<file path="config.mk">
export PLATFORM = sky130hd
export DESIGN_NAME = accum_feeder_flat
export DESIGN_NICKNAME = d
export VERILOG_FILES = /design/src/rtl/accum_feeder_if.sv /design/src/rtl/accum_feeder.sv /design/src/flat_wrapper.sv
export SDC_FILE = /design/constraint.sdc
export NUM_CORES = 1
export LEC_CHECK = 0
export CORE_MARGIN = 3
export CORE_UTILIZATION = 50
export DETAILED_ROUTE_END_ITERATION = 10
export PLACE_DENSITY_LB_ADDON = 0.08
export SYNTH_ARGS = -nofsm -noshare
export SYNTH_HDL_FRONTEND = slang
export SYNTH_SLANG_ARGS = --single-unit
export TNS_END_PERCENT = 100
</file>
<file path="constraint.sdc">
create_clock -name CLK -period 2.1 [get_ports CLK]
set_input_delay 0.315 -clock CLK [delete_from_list [all_inputs] [get_ports CLK]]
set_output_delay 0.315 -clock CLK [all_outputs]
set_load 0.02 [all_outputs]
</file>
<file path="src/rtl/accum_feeder_if.sv">
// accum_feeder_if: producer-side valid/ready handshake carrying 32-bit sample words.
//   in_valid : producer offers in_data this cycle
//   in_ready : feeder can accept a word this cycle
//   in_data  : 32-bit sample word
// master = producer side, slave = feeder side.
interface accum_feeder_if;
    logic        in_valid;
    logic        in_ready;
    logic [31:0] in_data;

    modport master (output in_valid, output in_data, input in_ready);
    modport slave  (input in_valid, input in_data, output in_ready);
endinterface

</file>
<file path="src/rtl/accum_feeder.sv">
// accum_feeder: buffers producer words in a small FIFO and replays each one to
// the accumulator as a one-cycle enable pulse, holding value stable for the
// accumulator's three-cycle capture sequence (PULSE, HOLD1, HOLD2), optionally
// followed by GAP idle cycles.
//   CLK     : clock, rising edge
//   RST_N   : asynchronous active-low reset
//   bus     : producer handshake (in_valid / in_ready / in_data), slave side
//   enable  : registered one-cycle issue pulse
//   value   : registered word to the accumulator, held between issues
//   level   : FIFO occupancy
//   busy    : issue sequence or gap in progress
//   issued  : count of issued words, wraps at 2^16
module accum_feeder #(
    parameter int DEPTH = 4,
    parameter int GAP   = 0
) (
    input  logic                   CLK,
    input  logic                   RST_N,
    accum_feeder_if.slave          bus,
    output logic                   enable,
    output logic [31:0]            value,
    output logic [$clog2(DEPTH):0] level,
    output logic                   busy,
    output logic [15:0]            issued
);

    localparam int PW = $clog2(DEPTH);
    localparam int LW = PW + 1;
    localparam logic [LW-1:0] FULL     = LW'(DEPTH);
    localparam logic [3:0]    GAP_LAST = (GAP > 0) ? 4'(GAP - 1) : 4'd0;

    localparam logic [2:0] S_IDLE  = 3'd0;
    localparam logic [2:0] S_PULSE = 3'd1;
    localparam logic [2:0] S_HOLD1 = 3'd2;
    localparam logic [2:0] S_HOLD2 = 3'd3;
    localparam logic [2:0] S_GAP   = 3'd4;

    logic [2:0]    state;
    logic [2:0]    state_nxt;
    logic [PW-1:0] rd_ptr;
    logic [PW-1:0] wr_ptr;
    logic [31:0]   mem [DEPTH];
    logic [3:0]    gap_cnt;
    logic          push;
    logic          pop;
    logic          issue_slot;

    // Ready depends only on the registered level, so a pop in the same
    // cycle never opens a slot early.
    assign bus.in_ready = (level != FULL);
    assign push         = bus.in_valid && bus.in_ready;
    assign busy         = (state != S_IDLE);

    // issue_slot marks the cycles where the IDLE rule applies: pop the head
    // if the FIFO holds anything.
    always_comb begin
        issue_slot = 1'b0;
        case (state)
            S_IDLE:  issue_slot = 1'b1;
            S_HOLD2: issue_slot = (GAP == 0);
            S_GAP:   issue_slot = (gap_cnt == GAP_LAST);
            default: issue_slot = 1'b0;
        endcase
    end

    assign pop = issue_slot && (level != '0);

    always_comb begin
        state_nxt = state;
        case (state)
            S_IDLE:  state_nxt = pop ? S_PULSE : S_IDLE;
            S_PULSE: state_nxt = S_HOLD1;
            S_HOLD1: state_nxt = S_HOLD2;
            S_HOLD2: begin
                if (GAP > 0) state_nxt = S_GAP;
                else         state_nxt = pop ? S_PULSE : S_IDLE;
            end
            S_GAP: begin
                if (gap_cnt == GAP_LAST) state_nxt = pop ? S_PULSE : S_IDLE;
            end
            default: state_nxt = S_IDLE;
        endcase
    end

    always_ff @(posedge CLK or negedge RST_N) begin
        if (!RST_N) begin
            state   <= S_IDLE;
            enable  <= 1'b0;
            value   <= '0;
            level   <= '0;
            issued  <= '0;
            rd_ptr  <= '0;
            wr_ptr  <= '0;
            gap_cnt <= '0;
        end else begin
            state  <= state_nxt;
            // enable is high exactly in the cycle following a pop, i.e. PULSE
            enable <= pop;
            if (pop) begin
                value  <= mem[rd_ptr];
                rd_ptr <= rd_ptr + 1'b1;
                issued <= issued + 1'b1;
            end
            if (push) begin
                wr_ptr <= wr_ptr + 1'b1;
            end
            case ({push, pop})
                2'b10:   level <= level + 1'b1;
                2'b01:   level <= level - 1'b1;
                default: level <= level;
            endcase
            if (state == S_HOLD2) begin
                gap_cnt <= '0;
            end else if (state == S_GAP && gap_cnt != GAP_LAST) begin
                gap_cnt <= gap_cnt + 1'b1;
            end
        end
    end

    // Storage needs no reset: level gates every read.
    always_ff @(posedge CLK) begin
        if (push) begin
            mem[wr_ptr] <= bus.in_data;
        end
    end

endmodule

</file>
<file path="src/flat_wrapper.sv">
// flat-port wrapper written by rule: the top's interface ports become plain ports
module accum_feeder_flat 
#(
    parameter int DEPTH = 4,
    parameter int GAP   = 0
)
  (CLK, RST_N, enable, value, level, busy, issued, bus_in_valid, bus_in_data, bus_in_ready);
  accum_feeder_if bus_i ();
  input  logic CLK;
  input  logic RST_N;
  output logic enable;
  output logic [31:0] value;
  output logic [$clog2(DEPTH):0] level;
  output logic busy;
  output logic [15:0] issued;
  input wire logic [$bits(bus_i.in_valid)-1:0] bus_in_valid;
  input wire logic [$bits(bus_i.in_data)-1:0] bus_in_data;
  output wire logic [$bits(bus_i.in_ready)-1:0] bus_in_ready;
  assign bus_i.in_valid = bus_in_valid;
  assign bus_i.in_data = bus_in_data;
  assign bus_in_ready = bus_i.in_ready;
  accum_feeder #(.DEPTH(DEPTH), .GAP(GAP)) u_core (.CLK(CLK), .RST_N(RST_N), .bus(bus_i), .enable(enable), .value(value), .level(level), .busy(busy), .issued(issued));
endmodule
</file>
==> results of run 1 <==
==> power by group through the flow <==
stage	sequential (W)	clock [W]	combinational, W
final	0.00555	0.00338	0.00519
after global routing	0.00568	0.00362	0.00563
after CTS	0.00557	0.00345	0.00530
after detailed placement	0.00564	0	0.00528
after global placement	0.00557	0	0.00519
after floorplan	0.00599	0	0.00305
==> cells by family (layout without fill, tap and decap cells) <==
| kind of cell | Yosys count | after routing | share of synthesized area |
|---|---|---|---|
| AOI/OAI and AO/OA | 1 | 1 | 0.0007053 |
| xor gates and xnor gates | 21 | 21 | 0.02594 |
| adders and majority gates | 11 | 11 | 0.02047 |
| buffers and inverters | 23 | 144 | 0.01747 |
| DFF | 186 | 186 | 0.7469 |
| muxes | 67 | 67 | 0.1576 |
| and+or+nand+nor | 34 | 34 | 0.03089 |
==> synthesized netlist by cell type <==
cell type / instances
edfxtp_1: 128
dfrtp_1: 58
mux2_2: 33
mux4_2: 32
inv_1: 11
xnor2_1: 11
ha_1: 10
xor2_1: 10
and3_1: 6
buf_2: 6
nand2_1: 6
nand3_1: 5
buf_6: 4
nor2_1: 4
nand4_1: 3
clkbuf_1: 2
nor4_1: 2
a21oi_1: 1
and2_1: 1
and4_1: 1
fa_1: 1
mux2_4: 1
mux2i_1: 1
nand4_2: 1
nor2_2: 1
nor3_1: 1
nor3_4: 1
nor4_4: 1
or4_4: 1
==> metrics by stage <==
step / instances / area, µm² / hold slack [ns] / util / setup WS, ns
after floorplan: 343 / 7129 / 0.01941 / - / 0.01133
after global placement: 607 / 8322 / 0.3560 / 0.6138 / 0.06241
after detailed placement: 607 / 8322 / 0.3597 / 0.6138 / 0.01755
after CTS: 640 / 8961 / 0.4473 / 0.6609 / 0.06716
after global routing: 640 / 8961 / 0.4572 / 0.6609 / 0.01154
final: 640 / 8961 / 0.4340 / 0.6609 / 0.1254
==> sequential cells by signal, indices dropped and copies added, names as in the netlist <==
name           flops
u_core.mem       128
u_core.value      32
u_core.issued     16
u_core.level       3
u_core.rd_ptr      2
u_core.state       2
u_core.wr_ptr      2
u_core.enable      1
==> repair_timing <==
item,4_1_cts,5_1_grt
hold buffers,1,0
endpoints found under the setup margin,0,1
hold endpoints to repair,58,0
gates resized for setup,0,3
==> path summary, 6_finish.rpt <==
kind,cells past startpoint,from,to,slack [ns]
setup / recovery,4,u_core.state[0],busy,0.13
hold / removal,3,RST_N,u_core.value[18],0.43
setup reg to reg,9,u_core.state[1],u_core.level[2],0.14
hold reg to reg,1,u_core.issued[15],u_core.issued[15],0.48
max in group asynchronous,3,RST_N,u_core.rd_ptr[1],1.37
min in group CLK,1,u_core.issued[15],u_core.issued[15],0.48
==> critical path: stages, from the launching register on <==
cell,delay (ns)
dfrtp_1,0.39
inv_2,0.07
ha_4,0.15
inv_1,0.04
clkdlybuf4s50_1,0.59
==> final cells by class <==
cell class,count,area [µm²]
fill,945,4597
clock inverter,13,196.4
sequential,186,5299
inverter,11,41.29
clock buffer,19,432.9
timing repair buffer,101,1064
tap,176,220.2
multi-input combinational,134,1708
==> per-layer routing <==
layer	track usage	up-vias
met2	0.2790	79
li1	-	1549
met4	0.07079	0
met5	0	-
met3	0.04264	19
met1	0.2217	1809
==> summary.md, run 1 <==
| Metric | Value |
|---|---|
| Status | `complete, no violations` |
| Tot Pwr | `0.01412 W` |
| H-tree depth | `4` |
| Chip height | `about 130 µm` |
| Die W | `125.1 µm` |
| Post-Syn Nets | `389` |
| Area leader, netlist | `edfxtp_1` |
| First-pass GRT wire length | `20240 µm` |
| Top cells by area, synth | `edfxtp_1 54%, dfrtp_1 20%, mux4_2 10%` |
| Pwr Density | `between 1500 and 2000 nW/µm²` |
| CTS tree | `built` |
| Leakage | `3.266 nW` |
| # IOs | `89` |
| Syn Area/Cell | `20.67 µm²` |
| Switch Pwr | `0.004265 W` |
| Layout cells sized above 1 | `0.2716` |
| Seq/Total Area, Yosys | `0.7469` |
| Vias in the first global route | `3745` |
| DRC Markers | `0` |
| Root buffer cell | `clkbuf_16` |
| Met1 wire length | `5241 µm` |
| Fin nets | `497` |
| Commonest non-fill, non-tap cell in the layout | `edfxtp_1` |
| Pin count of the biggest net entering global routing | `59` |
| Synth top area share | `0.5422` |
| Clk Latency, worst-skew pair | `approximately 0.42 ns` |
| Uppermost layer routed | `met4` |
| WL final | `12390 µm` |
| Netlist cell types | `29` |
| FP Rows | `42` |
| Metal3 WL | `around 570 µm` |
| Synth Cell Area | `about 7100 µm²` |
| Wire length on met2 | `6316 µm` |
| Worst Skew | `0.004892 ns` |
| Slew at the pin closest to its max-slew limit | `0.6107 ns` |
| Clk slew on worst S/H paths | `0.07 ns` |
| Routed Antenna Nets | `0` |
| Vias per inst | `5.400` |
| Inserted Clock Buffers | `17` |
| Final worst-path cycle share | `0.9403` |
| Internal | `0.009860 W` |
| Port Buf Inserts | `88` |
| Crit. End Element | `output pin` |
| Final min period | `1.975 ns` |
| DR vias | `approximately 3.5k` |
| Drt initial violations | `220` |
| Type of the worst min-delay path | `input port to async pin` |
| Routability cong. | `0.7308` |
| Initial core utilization | `0.5229` |
| Clk pwr share | `0.240` |
| Sw Ratio | `0.3019` |
| Worst rel slew slack | `0.5928` |
| Count of final max-slew check failures | `0` |
| Combinational power share | `0.367` |
| Hold Vio Cnt, Final | `0` |
| Grt total ovfl | `0` |
| Clock Path Buffers | `2` |
| HPWL Detailed | `~7300 µm` |
| Crit path kind | `flip-flop to output pin` |
| Flop pwr share | `0.393` |
| Max Fanout on Critical Path | `3` |
| Core area | `13560 µm²` |
| Arrival time worst endpoint | `1.66 ns` |
| N_diodes | `0` |
| Final setup viols | `0` |
| Fmax | `506.4 MHz` |
| GRT Resource Usage Total | `0.1709` |
| Initial antenna violation count | `0` |
| Wirelength per Cell | `19.36 µm` |
| Crit start category | `flip-flop` |
| Cells after synthesis | `343` |
| Drt first pass iters | `4` |
| Setup TNS | `0 ns` |
| Max_cap viols | `0` |
| Yosys warns | `0` |
| RSZ-0062 raised after global routing | `false` |
| Die area | `15640 µm²` |
| Worst Path Required | `~1.8 ns` |
| Yosys reg bits | `186` |
| Post-CTS Setup Bufs | `0` |
| Commonest cells after routing, fill and taps aside | `128 x edfxtp_1, 87 x clkdlybuf4s50_1, 55 x dfrtp_1` |
| Area Overhead vs Synth | `26.40%` |
| Clock sink count | `186` |
| VDD IR max | `0.0008505 V` |
No activity file was read; power rests on OpenSTA's default activity.
==> run 2, diff against run 1 <==
DONT_BUFFER_PORTS = 1   (was unset)
==> run 2 against run 1 <==
Compared with the run above: global-route usage down 0.30 points; critical path depth up 5; critical path type is now flip-flop to flip-flop; maximum frequency up 1.5%; sequential share of layout area up 3.9 points; cell area down 6.2%; sequential power up 8.5%; setup slack better by 0.030 ns; worst hold slack worse by 0.23 ns; via count down 6.8%.
==> summary.md, run 2 (synthesis gave the netlist of run 1 again) <==
| Metric | Value |
|---|---|
| Max Fanout on Critical Path | `7 (+4)` |
| Arrival time worst endpoint | `2.29 ns (+0.63 ns)` |
| Post-route design area | `8402 µm² (-6.2%)` |
| Initial antenna violation count | `0 (unchanged)` |
| HPWL Detailed | `7308 µm (about the same)` |
| Routed Antenna Nets | `0 (unchanged)` |
| Final worst-path cycle share | `0.9262 (-0.01407)` |
| Type of the worst min-delay path | `input port to flip-flop` |
| Cell family with most CP delay | `adder cells` |
| Port Buf Inserts | `0 (-100%)` |
| Post-route setup slack | `0.1550 ns (+0.02955 ns)` |
| Slew at the pin closest to its max-slew limit | `0.6117 ns (+0.0009531 ns)` |
| Max_cap viols | `0 (unchanged)` |
| Clk Latency, worst-skew pair | `0.42 ns (about the same)` |
| Vias in the first global route | `3463 (-7.5%)` |
| Commonest non-fill, non-tap cell in the layout | `edfxtp_1` |
| Status | `complete, no violations` |
| Vias per inst | `5.433 (+0.62%)` |
| Routability cong. | `0.7121 (-2.6%)` |
| Worst Skew | `0.008013 ns (+0.003121 ns)` |
| FP Rows | `42 (unchanged)` |
| Commonest cells after routing, fill and taps aside | `128 x edfxtp_1, 55 x dfrtp_1, 33 x mux2_2, 33 x dlygate4sd3_1, 32 x mux4_2` |
| Grt total ovfl | `0 (unchanged)` |
| RSZ-0062 raised after global routing | `false` |
| H-tree depth | `4 (unchanged)` |
| Layout cells sized above 1 | `0.3285 (+0.05699)` |
| Worst rel slew slack | `0.5922 (-0.0006360)` |
| Worst Path Buf+Inv | `2 (-1)` |
| Inserted Clock Buffers | `17 (unchanged)` |
| Drt initial violations | `180 (-18%)` |
| Fin nets | `450 (-9.5%)` |
| Root buffer cell | `clkbuf_16` |
| Wirelength per Cell | `20.45 µm (+5.6%)` |
| DRC Markers | `0 (unchanged)` |
| Slowest Stage Delay on Critical Path | `0.40 ns (-0.19 ns)` |
| Most common cell on crit path | `xor2_1` |
| Crit start category | `flip-flop` |
| Slowest cell on the critical path | `dfrtp_1` |
| Die W | `125.1 µm (unchanged)` |
| Clk slew on worst S/H paths | `0.07 ns (about the same)` |
| Placed cell areas | `7461 µm² (-10%)` |
| WL final | `12120 µm (-2.1%)` |
| Largest register by flop count | `u_core.mem` |
| Chip height | `125.1 µm (unchanged)` |
| Pwr Density | `1550 nW/µm² (-1.6%)` |
| Initial core utilization | `0.5229 (unchanged)` |
| Count of final max-slew check failures | `0 (unchanged)` |
| Area Overhead vs Synth | `18.51%` |
| Leakage | `3.064 nW (-6.2%)` |
| Final min period | `1.945 ns (-0.02955 ns)` |
| Final setup viols | `0 (unchanged)` |
| Crit path kind | `flip-flop to flip-flop` |
| VDD IR max | `0.0009000 V (+5.8%)` |
| Clock Path Buffers | `2 (unchanged)` |
| Biggest regs | `u_core.mem (128), u_core.value (32), u_core.issued (16)` |
| Pin count of the biggest net entering global routing | `59 (unchanged)` |
| Drt first pass iters | `4 (unchanged)` |
| Crit. End Element | `flip-flop` |
| Die area | `15640 µm² (unchanged)` |
| # fillers | `979 (+3.6%)` |
| Post-placement cell count | `526 (-13%)` |
| Worst Path Required | `2.45 ns (+0.67 ns)` |
| Core area | `13560 µm² (unchanged)` |
| CTS tree | `built` |
| Max FFs per register | `128 (unchanged)` |
| Setup TNS | `0 ns (unchanged)` |
| Clock sink count | `186 (unchanged)` |
| Fmax | `514.1 MHz (+1.5%)` |
| Hold Vio Cnt, Final | `0 (unchanged)` |
| Post-placement setup slack | `0.07958 ns (+0.06204 ns)` |
| Cell Chain, Critical Path | `inv_2 -> ha_4 -> nor2_4 -> ha_1 -> inv_1 -> fa_1 -> xor2_1 -> nor2_1 -> xor2_1` |
| GRT Resource Usage Total | `0.1678 (-0.003038)` |
| # IOs | `89 (unchanged)` |
| Final non-filler cell total | `593 (-7.3%)` |
| N_diodes | `0 (unchanged)` |
| First-pass GRT wire length | `19580 µm (-3.3%)` |
| DR vias | `3222 (-6.8%)` |
run 2: final cells by class:
type	count	area (µm²)	area share
flip-flops and latches	186	5299	0.6307
multi-input cells	134	1708	0.2033
repair buffers	54	558.0	0.06642
clock buffers	17	425.4	0.05063
well taps	176	220.2	0.02621
clock inverters	15	150.1	0.01787
inverters	11	41.29	0.004914
run 2: stage by stage:
stage                     total power (W)  hold slack (ns)    util
after floorplan                  0.009038          0.01941       -
after global routing              0.01383           0.2153  0.6197
after global placement           0.009920          0.02129  0.5503
final                             0.01303           0.1997  0.6197
after CTS                         0.01325           0.1848  0.6191
after detailed placement          0.01005          0.02085  0.5503
run 2: metal layers:
layer / vias up / routed length [µm] / track usage
met5: - / 0 / 0
met4: 0 / 103 / 0.04783
met3: 8 / 663 / 0.06908
met2: 86 / 6432 / 0.2790
met1: 1676 / 4925 / 0.2042
li1: 1452 / - / -
run 2: worst paths after layout:
path | startpoint | endpoint | slack (ns) | cells after the start
worst max-delay path | u_core.state[1] | u_core.level[2] | 0.15 | 9
worst min-delay path | bus_in_valid | u_core.wr_ptr[0] | 0.20 | 2
worst max register to register | u_core.state[1] | u_core.level[2] | 0.15 | 9
worst min register to register | u_core.wr_ptr[1] | u_core.wr_ptr[1] | 0.57 | 1
max in group asynchronous | RST_N | u_core.level[0] | 1.35 | 2
min in group asynchronous | RST_N | u_core.value[21] | 0.48 | 2
run 2: timing repair:
| action | in CTS | in global routing |
|---|---|---|
| hold buffers | 34 | 0 |
| endpoints found under the setup margin | 0 | 1 |
| gates resized for setup | 0 | 4 |
| buffers inserted | 0 | 1 |
| endpoints found under the hold margin | 186 | 0 |
run 2: power by group:
part           switching [W]  internal [W]  total, W
combinational        0.00189       0.00206   0.00395
clock                0.00131       0.00175   0.00306
sequential          0.000996       0.00502   0.00602
